--- src/rtl/pipe_pkg.sv ---
// Shared types and constants for the D->E pipeline register and its hazard unit.
// Holds the E-stage bundle layout, the bubble value and the operand-select encoding.
package pipe_pkg;

    localparam int CTRL_W_DEFAULT = 16;
    localparam int TNEW_W = 2;

    localparam logic [1:0] TUSE_NONE = 2'd3;
    localparam logic [4:0] REG_ZERO = 5'd0;

    typedef enum logic [1:0] {
        FWD_RF = 2'd0,
        FWD_E  = 2'd1,
        FWD_M  = 2'd2
    } fwd_sel_e;

    typedef struct packed {
        logic [31:0]       pc;
        logic [31:0]       instr;
        logic [4:0]        rs;
        logic [4:0]        rt;
        logic [31:0]       rs_val;
        logic [31:0]       rt_val;
        logic [4:0]        a3;
        logic [TNEW_W-1:0] tnew;
    } id_ex_t;

    localparam id_ex_t BUBBLE = '0;

    // $0 is hard-wired, so it can never be a real dependency.
    function automatic logic reg_hit(
        input logic [4:0] src,
        input logic [4:0] dst
    );
        return (src != REG_ZERO) && (src == dst);
    endfunction

endpackage

--- src/rtl/hazard_ctrl.sv ---
// Combinational hazard unit: D-stage stall and operand forwarding selects.
// Ports: rs_d/rt_d + tuse_*_d (D sources), a3_*/tnew_* (E/M trackers);
// stall, sel_rs, sel_rt out. ID_EX_FWD_EN selects Tuse/Tnew stalls + forwarding.
import pipe_pkg::*;

module hazard_ctrl (
    input  logic [4:0]        rs_d,
    input  logic [4:0]        rt_d,
    input  logic [1:0]        tuse_rs_d,
    input  logic [1:0]        tuse_rt_d,
    input  logic [4:0]        a3_e,
    input  logic [TNEW_W-1:0] tnew_e,
    input  logic [4:0]        a3_m,
    input  logic [TNEW_W-1:0] tnew_m,
    output logic              stall,
    output fwd_sel_e          sel_rs,
    output fwd_sel_e          sel_rt
);

    logic hit_rs_e;
    logic hit_rs_m;
    logic hit_rt_e;
    logic hit_rt_m;

    assign hit_rs_e = reg_hit(rs_d, a3_e);
    assign hit_rs_m = reg_hit(rs_d, a3_m);
    assign hit_rt_e = reg_hit(rt_d, a3_e);
    assign hit_rt_m = reg_hit(rt_d, a3_m);

`ifdef ID_EX_FWD_EN

    // Stall only when the producer's result arrives later than the
    // consumer needs it; everything else is covered by forwarding.
    assign stall = (hit_rs_e && (tuse_rs_d < tnew_e))
                 || (hit_rs_m && (tuse_rs_d < tnew_m))
                 || (hit_rt_e && (tuse_rt_d < tnew_e))
                 || (hit_rt_m && (tuse_rt_d < tnew_m));

    // E is younger than M, so it wins when both match.
    always_comb begin
        sel_rs = FWD_RF;
        if (hit_rs_e && (tnew_e == '0))
            sel_rs = FWD_E;
        else if (hit_rs_m && (tnew_m == '0))
            sel_rs = FWD_M;
    end

    always_comb begin
        sel_rt = FWD_RF;
        if (hit_rt_e && (tnew_e == '0))
            sel_rt = FWD_E;
        else if (hit_rt_m && (tnew_m == '0))
            sel_rt = FWD_M;
    end

`else

    logic unused_tnew;

    // Without forwarding any in-flight producer of a used source blocks D.
    assign stall = ((hit_rs_e || hit_rs_m) && (tuse_rs_d != TUSE_NONE))
                 || ((hit_rt_e || hit_rt_m) && (tuse_rt_d != TUSE_NONE));

    assign sel_rs = FWD_RF;
    assign sel_rt = FWD_RF;
    assign unused_tnew = ^{tnew_e, tnew_m};

`endif

endmodule

--- src/rtl/id_ex_pipe.sv ---
// D->E pipeline register with E/M destination trackers, stall and bubble insertion.
// Ports: D-stage fields in, fwd_*_data in, stall_o out, latched E fields and M tracker out.
// ID_EX_FWD_EN enables the D-stage forwarding muxes and the Tuse/Tnew stall rule.
import pipe_pkg::*;

module id_ex_pipe #(
    parameter int CTRL_W = CTRL_W_DEFAULT
) (
    input  logic              clk,
    input  logic              reset,
    input  logic              flush,
    input  logic [31:0]       pc_d,
    input  logic [31:0]       instr_d,
    input  logic [4:0]        rs_d,
    input  logic [4:0]        rt_d,
    input  logic [31:0]       rd1_d,
    input  logic [31:0]       rd2_d,
    input  logic [4:0]        a3_d,
    input  logic [1:0]        tuse_rs_d,
    input  logic [1:0]        tuse_rt_d,
    input  logic [1:0]        tnew_d,
    input  logic [CTRL_W-1:0] ctrl_d,
    input  logic [31:0]       fwd_e_data,
    input  logic [31:0]       fwd_m_data,
    output logic              stall_o,
    output logic [31:0]       pc_e,
    output logic [31:0]       instr_e,
    output logic [4:0]        rs_e,
    output logic [4:0]        rt_e,
    output logic [31:0]       rs_val_e,
    output logic [31:0]       rt_val_e,
    output logic [4:0]        a3_e,
    output logic [1:0]        tnew_e,
    output logic [4:0]        a3_m,
    output logic [1:0]        tnew_m,
    output logic [CTRL_W-1:0] ctrl_e
);

    id_ex_t            e_q;
    id_ex_t            d_bus;
    logic [CTRL_W-1:0] ctrl_q;
    logic [4:0]        a3_m_q;
    logic [1:0]        tnew_m_q;
    logic              stall;
    fwd_sel_e          sel_rs;
    fwd_sel_e          sel_rt;
    logic [31:0]       rs_val;
    logic [31:0]       rt_val;

    hazard_ctrl u_hazard (
        .rs_d      (rs_d),
        .rt_d      (rt_d),
        .tuse_rs_d (tuse_rs_d),
        .tuse_rt_d (tuse_rt_d),
        .a3_e      (e_q.a3),
        .tnew_e    (e_q.tnew),
        .a3_m      (a3_m_q),
        .tnew_m    (tnew_m_q),
        .stall     (stall),
        .sel_rs    (sel_rs),
        .sel_rt    (sel_rt)
    );

`ifdef ID_EX_FWD_EN

    always_comb begin
        rs_val = rd1_d;
        case (sel_rs)
            FWD_E:   rs_val = fwd_e_data;
            FWD_M:   rs_val = fwd_m_data;
            default: rs_val = rd1_d;
        endcase
    end

    always_comb begin
        rt_val = rd2_d;
        case (sel_rt)
            FWD_E:   rt_val = fwd_e_data;
            FWD_M:   rt_val = fwd_m_data;
            default: rt_val = rd2_d;
        endcase
    end

`else

    logic unused_fwd;

    assign rs_val = rd1_d;
    assign rt_val = rd2_d;
    assign unused_fwd = ^{fwd_e_data, fwd_m_data, sel_rs, sel_rt};

`endif

    always_comb begin
        d_bus        = BUBBLE;
        d_bus.pc     = pc_d;
        d_bus.instr  = instr_d;
        d_bus.rs     = rs_d;
        d_bus.rt     = rt_d;
        d_bus.rs_val = rs_val;
        d_bus.rt_val = rt_val;
        d_bus.a3     = a3_d;
        d_bus.tnew   = tnew_d;
    end

    // A stalled D instruction must not enter E, so it gets a bubble.
    always_ff @(posedge clk) begin
        if (reset) begin
            e_q    <= BUBBLE;
            ctrl_q <= '0;
        end else if (flush || stall) begin
            e_q    <= BUBBLE;
            ctrl_q <= '0;
        end else begin
            e_q    <= d_bus;
            ctrl_q <= ctrl_d;
        end
    end

    // The M tracker always advances; Tnew counts down to zero.
    always_ff @(posedge clk) begin
        if (reset) begin
            a3_m_q   <= REG_ZERO;
            tnew_m_q <= '0;
        end else begin
            a3_m_q   <= e_q.a3;
            tnew_m_q <= (e_q.tnew == '0) ? '0 : e_q.tnew - 2'd1;
        end
    end

    assign stall_o  = stall;
    assign pc_e     = e_q.pc;
    assign instr_e  = e_q.instr;
    assign rs_e     = e_q.rs;
    assign rt_e     = e_q.rt;
    assign rs_val_e = e_q.rs_val;
    assign rt_val_e = e_q.rt_val;
    assign a3_e     = e_q.a3;
    assign tnew_e   = e_q.tnew;
    assign a3_m     = a3_m_q;
    assign tnew_m   = tnew_m_q;
    assign ctrl_e   = ctrl_q;

endmodule

--- config.mk ---
export PLATFORM = sky130hd
export DESIGN_NAME = id_ex_pipe
export DESIGN_NICKNAME = d
export VERILOG_FILES = /design/src/rtl/pipe_pkg.sv /design/src/rtl/hazard_ctrl.sv /design/src/rtl/id_ex_pipe.sv
export SDC_FILE = /design/constraint.sdc
export NUM_CORES = 1
export LEC_CHECK = 0
export BUFFER_PORTS_ARGS = -buffer_cell sky130_fd_sc_hd__buf_2
export CAP_MARGIN = 10
export CORE_AREA = 2 2 156 158
export CTS_BUF_LIST = sky130_fd_sc_hd__clkbuf_8
export DETAILED_ROUTE_END_ITERATION = 10
export DIE_AREA = 0 0 158 160
export MAX_ROUTING_LAYER = met4
export PLACE_DENSITY_LB_ADDON = 0.05
export SLEW_MARGIN = 30
export SYNTH_ARGS = -nofsm -noshare
export SYNTH_HDL_FRONTEND = slang
export SYNTH_SLANG_ARGS = --single-unit
--- constraint.sdc ---
create_clock -name clk -period 3.2 [get_ports clk]
set_input_delay 0.32 -clock clk [delete_from_list [all_inputs] [get_ports clk]]
set_output_delay 0.32 -clock clk [all_outputs]
set_load 0.005 [all_outputs]
### Yosys cells after proc, flatten, opt, wreduce, memory -nomap -nowiden

Cells that the tools add are included.

* flip-flop bits (word level): 168
* bits in latches: 0
* RAM bits: 0
* memory bits (read-only): 0
* input bits: 232
* output and inout bits: 169
* logic and storage cells: 33
* memories: 0

* $add $sub $neg: 1
* multiply operators: 0
* div/mod/pow operators: 0
* magnitude comparators: 0
* eq/ne operators: 6
* shift-type cells: 0
* mux-type cells: 0
* bitwise operators: 0
* reductions and logical operators: 15

Operators by type and width (count)
* $eq 5x5->1: 4
* $reduce_bool 5->1: 2
* $logic_and 1x1->1: 6
* $logic_or 1x1->1: 4
* $ne 2x2->1 const B: 2
* $reduce_or 2->1: 2
* $logic_not 2->1: 1
* $sub 2x1->2 const B: 1

### Depth between registers and ports, before layout

* word-level depth: 7
* depth in mapped cells: 7

### By module

A second synthesis with hierarchy kept.

* cells, all modules: 436
* area total of the unflattened synthesis: 6195.9 µm²

By module, submodules not included
* id_ex_pipe: times used 1, cells an instance 394, area an instance 5898.2 µm²
* hazard_ctrl: times used 1, cells an instance 42, area an instance 297.8 µm²

### Least setup slack after synthesis

Ideal clock, no wire load.

* path type: reg2out
* from: register a3_m_q[4], in the netlist a3_m[4]
* to: output port stall_o
* arrival time: 1203 ps
* data required time: 2880 ps
* setup slack: 1677 ps
* stages on the path, launching flop included: 7
* buffers on the path: 1
* cells stage by stage: dfxtp_1 xnor2_1 nand3_1 o22ai_1 a22oi_4 clkbuf_1 inv_1

* cells in the longest elaborated chain, start to end: 5

Ends and longest elaborated chain
* start: declaration: RTL line id_ex_pipe.sv:42 `logic [4:0] a3_m_q;`
* start signal: assignment: RTL line id_ex_pipe.sv:126 `a3_m_q <= e_q.a3;`
* $eq 5x5->1: RTL line pipe_pkg.sv:35 `return (src != REG_ZERO) && (src == dst);`
* $logic_and 1x1->1: RTL line pipe_pkg.sv:35
* $logic_or 1x1->1 (on tied branches): RTL line hazard_ctrl.sv:61, hazard_ctrl.sv:62
* $logic_and 1x1->1 (on tied branches): RTL line hazard_ctrl.sv:61, hazard_ctrl.sv:62
* $logic_or 1x1->1 *: RTL line hazard_ctrl.sv:62 `|| ((hit_rt_e || hit_rt_m) && (tuse_rt_d != TUSE_NONE));`
* end: declaration: RTL line id_ex_pipe.sv:25 `output logic stall_o,`

Mark *: on every way between the ends. The rest lies on a longest branch, timed or not.

### Worst setup path after layout

* from: register e_q (netlist bit a3_e[4])
* to: output port stall_o

* cells in the longest elaborated chain, start to end: 5

Ends and longest elaborated chain
* start: declaration: RTL line id_ex_pipe.sv:39 `id_ex_t e_q;`
* start signal: assignment: RTL line id_ex_pipe.sv:115 `e_q <= d_bus;`
* $eq 5x5->1: RTL line pipe_pkg.sv:35
* $logic_and 1x1->1: RTL line pipe_pkg.sv:35
* $logic_or 1x1->1 (on tied branches): RTL line hazard_ctrl.sv:61, hazard_ctrl.sv:62
* $logic_and 1x1->1 (on tied branches): RTL line hazard_ctrl.sv:61, hazard_ctrl.sv:62
* $logic_or 1x1->1 *: RTL line hazard_ctrl.sv:62

Marked as above.

==> metrics.txt <==
cell depth of the worst hold path=2; # H-tree levels=4; Synth area leaders=dfxtp_1 (68%), and3_1 (21%), xnor2_1 (3.6%), buf_6 (2.1%), clkbuf_1 (1.9%); DR iter-0 viols=between 200 and 250; cell taking the most area after synthesis=dfxtp_1; PD cells=560 nW/um^2; launch point of the worst reg-to-reg path=a3_e[4]; CP Class=flip-flop to primary output; Mapped Cells=412; DRT Wirelength=around 16 mm; Placed Cells=approximately 1000; Tmin final=approximately 2.4 ns; die width=between 150 and 200 um; die area=25300 um^2; Worst-path clk slew=roughly 0.11 ns; Worst Hold End=instr_e[29]; Max Fclk=around 0.42 GHz; CP Cell Sequence=xnor2_1 > nand3_1 > o22ai_1 > a22oi_4 > inv_1 > buf_2; Routed Antenna Nets=0; wire per inst=14.6 um; global route overflow=0; die boundary height=roughly 160 um; Final Cycle Share=approximately three quarters; Initial Util=20.6%; slack of the worst reg-to-reg path=between 1 and 1.5 ns; Mapped Area=between 4000 and 5000 um^2; buffers added on ports=approximately 340; Max FO, Critical Path=24; number of max-cap violations=0; DP HPWL=approximately 11 mm; Num CTS Buffers=17; setup TNS=0 ns; Synth top area share=between 60% and 70%; GRT Total Usage=about 13%; type of the most critical hold path=input pin to flip-flop; Final Non-Filler Cells=about 1100; hold_buf cts=0; DRC violations left=0; final setup margin=0.806 ns; setup violators final=0; first-pass GRT wire length=23.4 mm; Critical Path AT=a little over 2 ns; Finished Core Util=slightly above 30%; Seq/Total Area, Yosys=about two thirds; Worst VDD drop=0.239 mV; total core area=~24000 um^2; vias in the first global route=approximately 4300; Worst-Skew Late Latency=0.46 ns; largest net degree at the start of global routing=between 80 and 90; Post-layout nets=around 1000; clk buf depth=2; max-slew violations=0; Ports=~400; postcts setup bufs=0; worst path required time=2.88 ns; routability cong.=roughly 0.72; Slew headroom=between 50% and 60%; Vias/cell=roughly 3.8; hold_sp=instr_d[29]; RSZ-0062 raised after global routing=no; Clock Skew=0.0209 ns; initial antenna violation count=5; yosys synthesis warning count=0; Vias=4150; Max stage delay cell, worst path=a22oi_4; Worst path max stage delay=0.64 ns; Min Hold Slack=roughly 0.073 ns; Worst R2R Path Depth=6; Crit Reg-Reg Endpoint=rt_val_e[3]; share of layout cells above drive strength 1=around half; Rows=57; CP Capture Type=primary output; clock sink count=about 170; #FFs+latches synth=168; CP Launch Type=flip-flop; Least-Margin Pin Slew=0.749 ns; Synth Net Count=~650; status=complete, no violations; post_cts resized=0; dpl ws=about 1.1 ns; CTS tree=done; LEAKAGE=~0.0042 uW; syn_area_per_cell=11.9 um^2; final hold vios=0; router iterations before antenna repair=5; Layout area overhead=48.2%; Netlist cell types=15; Root Buffer=clkbuf_8
[Yosys cell counts]
| library cell | count |
|---|---|
| a22oi_1 | 2 |
| a22oi_4 | 1 |
| and3_1 | 161 |
| buf_6 | 9 |
| clkbuf_1 | 25 |
| dfxtp_1 | 168 |
| ha_1 | 1 |
| inv_1 | 3 |
| nand2_1 | 4 |
| nand3_1 | 4 |
| nor2_1 | 3 |
| nor2b_1 | 5 |
| nor3_1 | 4 |
| o22ai_1 | 2 |
| xnor2_1 | 20 |
[placed cells by master (no fill, tap or decap)]
cell type	synthesis	routed
a22oi_1	2	2
a22oi_4	1	1
and3_1	161	161
buf_12	0	2
buf_2	0	336
buf_4	0	5
clkbuf_8	0	17
clkinv_4	0	3
clkinv_8	0	2
clkinvlp_4	0	1
dfxtp_1	168	168
diode_2	0	5
ha_1	1	1
inv_1	3	5
inv_6	0	4
inv_8	0	3
nand2_1	4	4
nand3_1	4	4
nor2_1	3	2
nor2_4	0	1
nor2b_1	5	5
nor3_1	4	4
o22ai_1	2	2
xnor2_1	20	20
[critical path, delay by kind of cell (launching register included)]
kind,cells,cell delay (ns)
AO/OA/AOI/OAI,2,0.75
buffers and inverters,2,0.23
flip-flops,1,0.45
XOR/XNOR,1,0.10
AND/OR/NAND/NOR,1,0.09
[layout make-up]
class                           count  area (um^2)
Antenna cell                        5         12.5
Clock buffer                       17          234
Clock inverter                     15          143
Fill cell                        2574        16500
Inverter                            3         11.3
Multi-Input combinational cell    207         1350
Sequential cell                   168         3360
Tap cell                          324          405
Timing Repair Buffer              343         1760
[how the worst max path moves through the flow]
| stage | from | endpoint |
|---|---|---|
| after CTS | a3_e[4] | stall_o |
| after floorplan | a3_m[4] | stall_o |
| final | a3_e[4] | stall_o |
| after detailed placement | rt_d[1] | rt_val_e[3] |
| after global routing | a3_e[4] | stall_o |
| after global placement | rt_d[1] | a3_e[2] |
[flip-flops by register name (all words and copies together) (netlist names)]
| register | cells |
|---|---|
| pc_e | 32 |
| a3_e | 5 |
| rs_val_e | 32 |
| a3_m | 5 |
| instr_e | 32 |
| tnew_m | 2 |
| rs_e | 5 |
| rt_e | 5 |
| tnew_e | 2 |
| ctrl_e | 16 |
| rt_val_e | 32 |
[through the flow]
step / power, uW / area (um^2)
6_report: 4070 / 7280
3_3_place_gp: 2680 / 6890
2_1_floorplan: 2430 / 4910
5_1_grt: 4310 / 7280
4_1_cts: 4170 / 7260
3_5_place_dp: 2680 / 6890
[power breakdown]
| group | switching [uW] | internal, uW |
|---|---|---|
| logic | 190 | 214 |
| clock network | 882 | 573 |
| registers | 27.2 | 2190 |
[routing by layer]
layer  global-route usage (%)  routed length (um)  share of wire (%)  vias up
met3                     5.45                1740                 11       16
met5                        -                   0                  0        -
li1                         -                   -                  -     2062
met1                     13.6                6250                 40     1868
met2                     20.5                7560                 48      204
met4                     4.26                 220                1.4        0
[cells by family after synthesis]
logic type / count (synthesis) / share of synthesized area [%]
simple gates: 181 / 22.5
flops: 168 / 68.5
compound gates: 5 / 0.993
buf+inv: 37 / 4.20
xor+xnor: 20 / 3.57
fa+ha+maj: 1 / 0.255
Note: power is estimated with default switching activity, not from simulation.
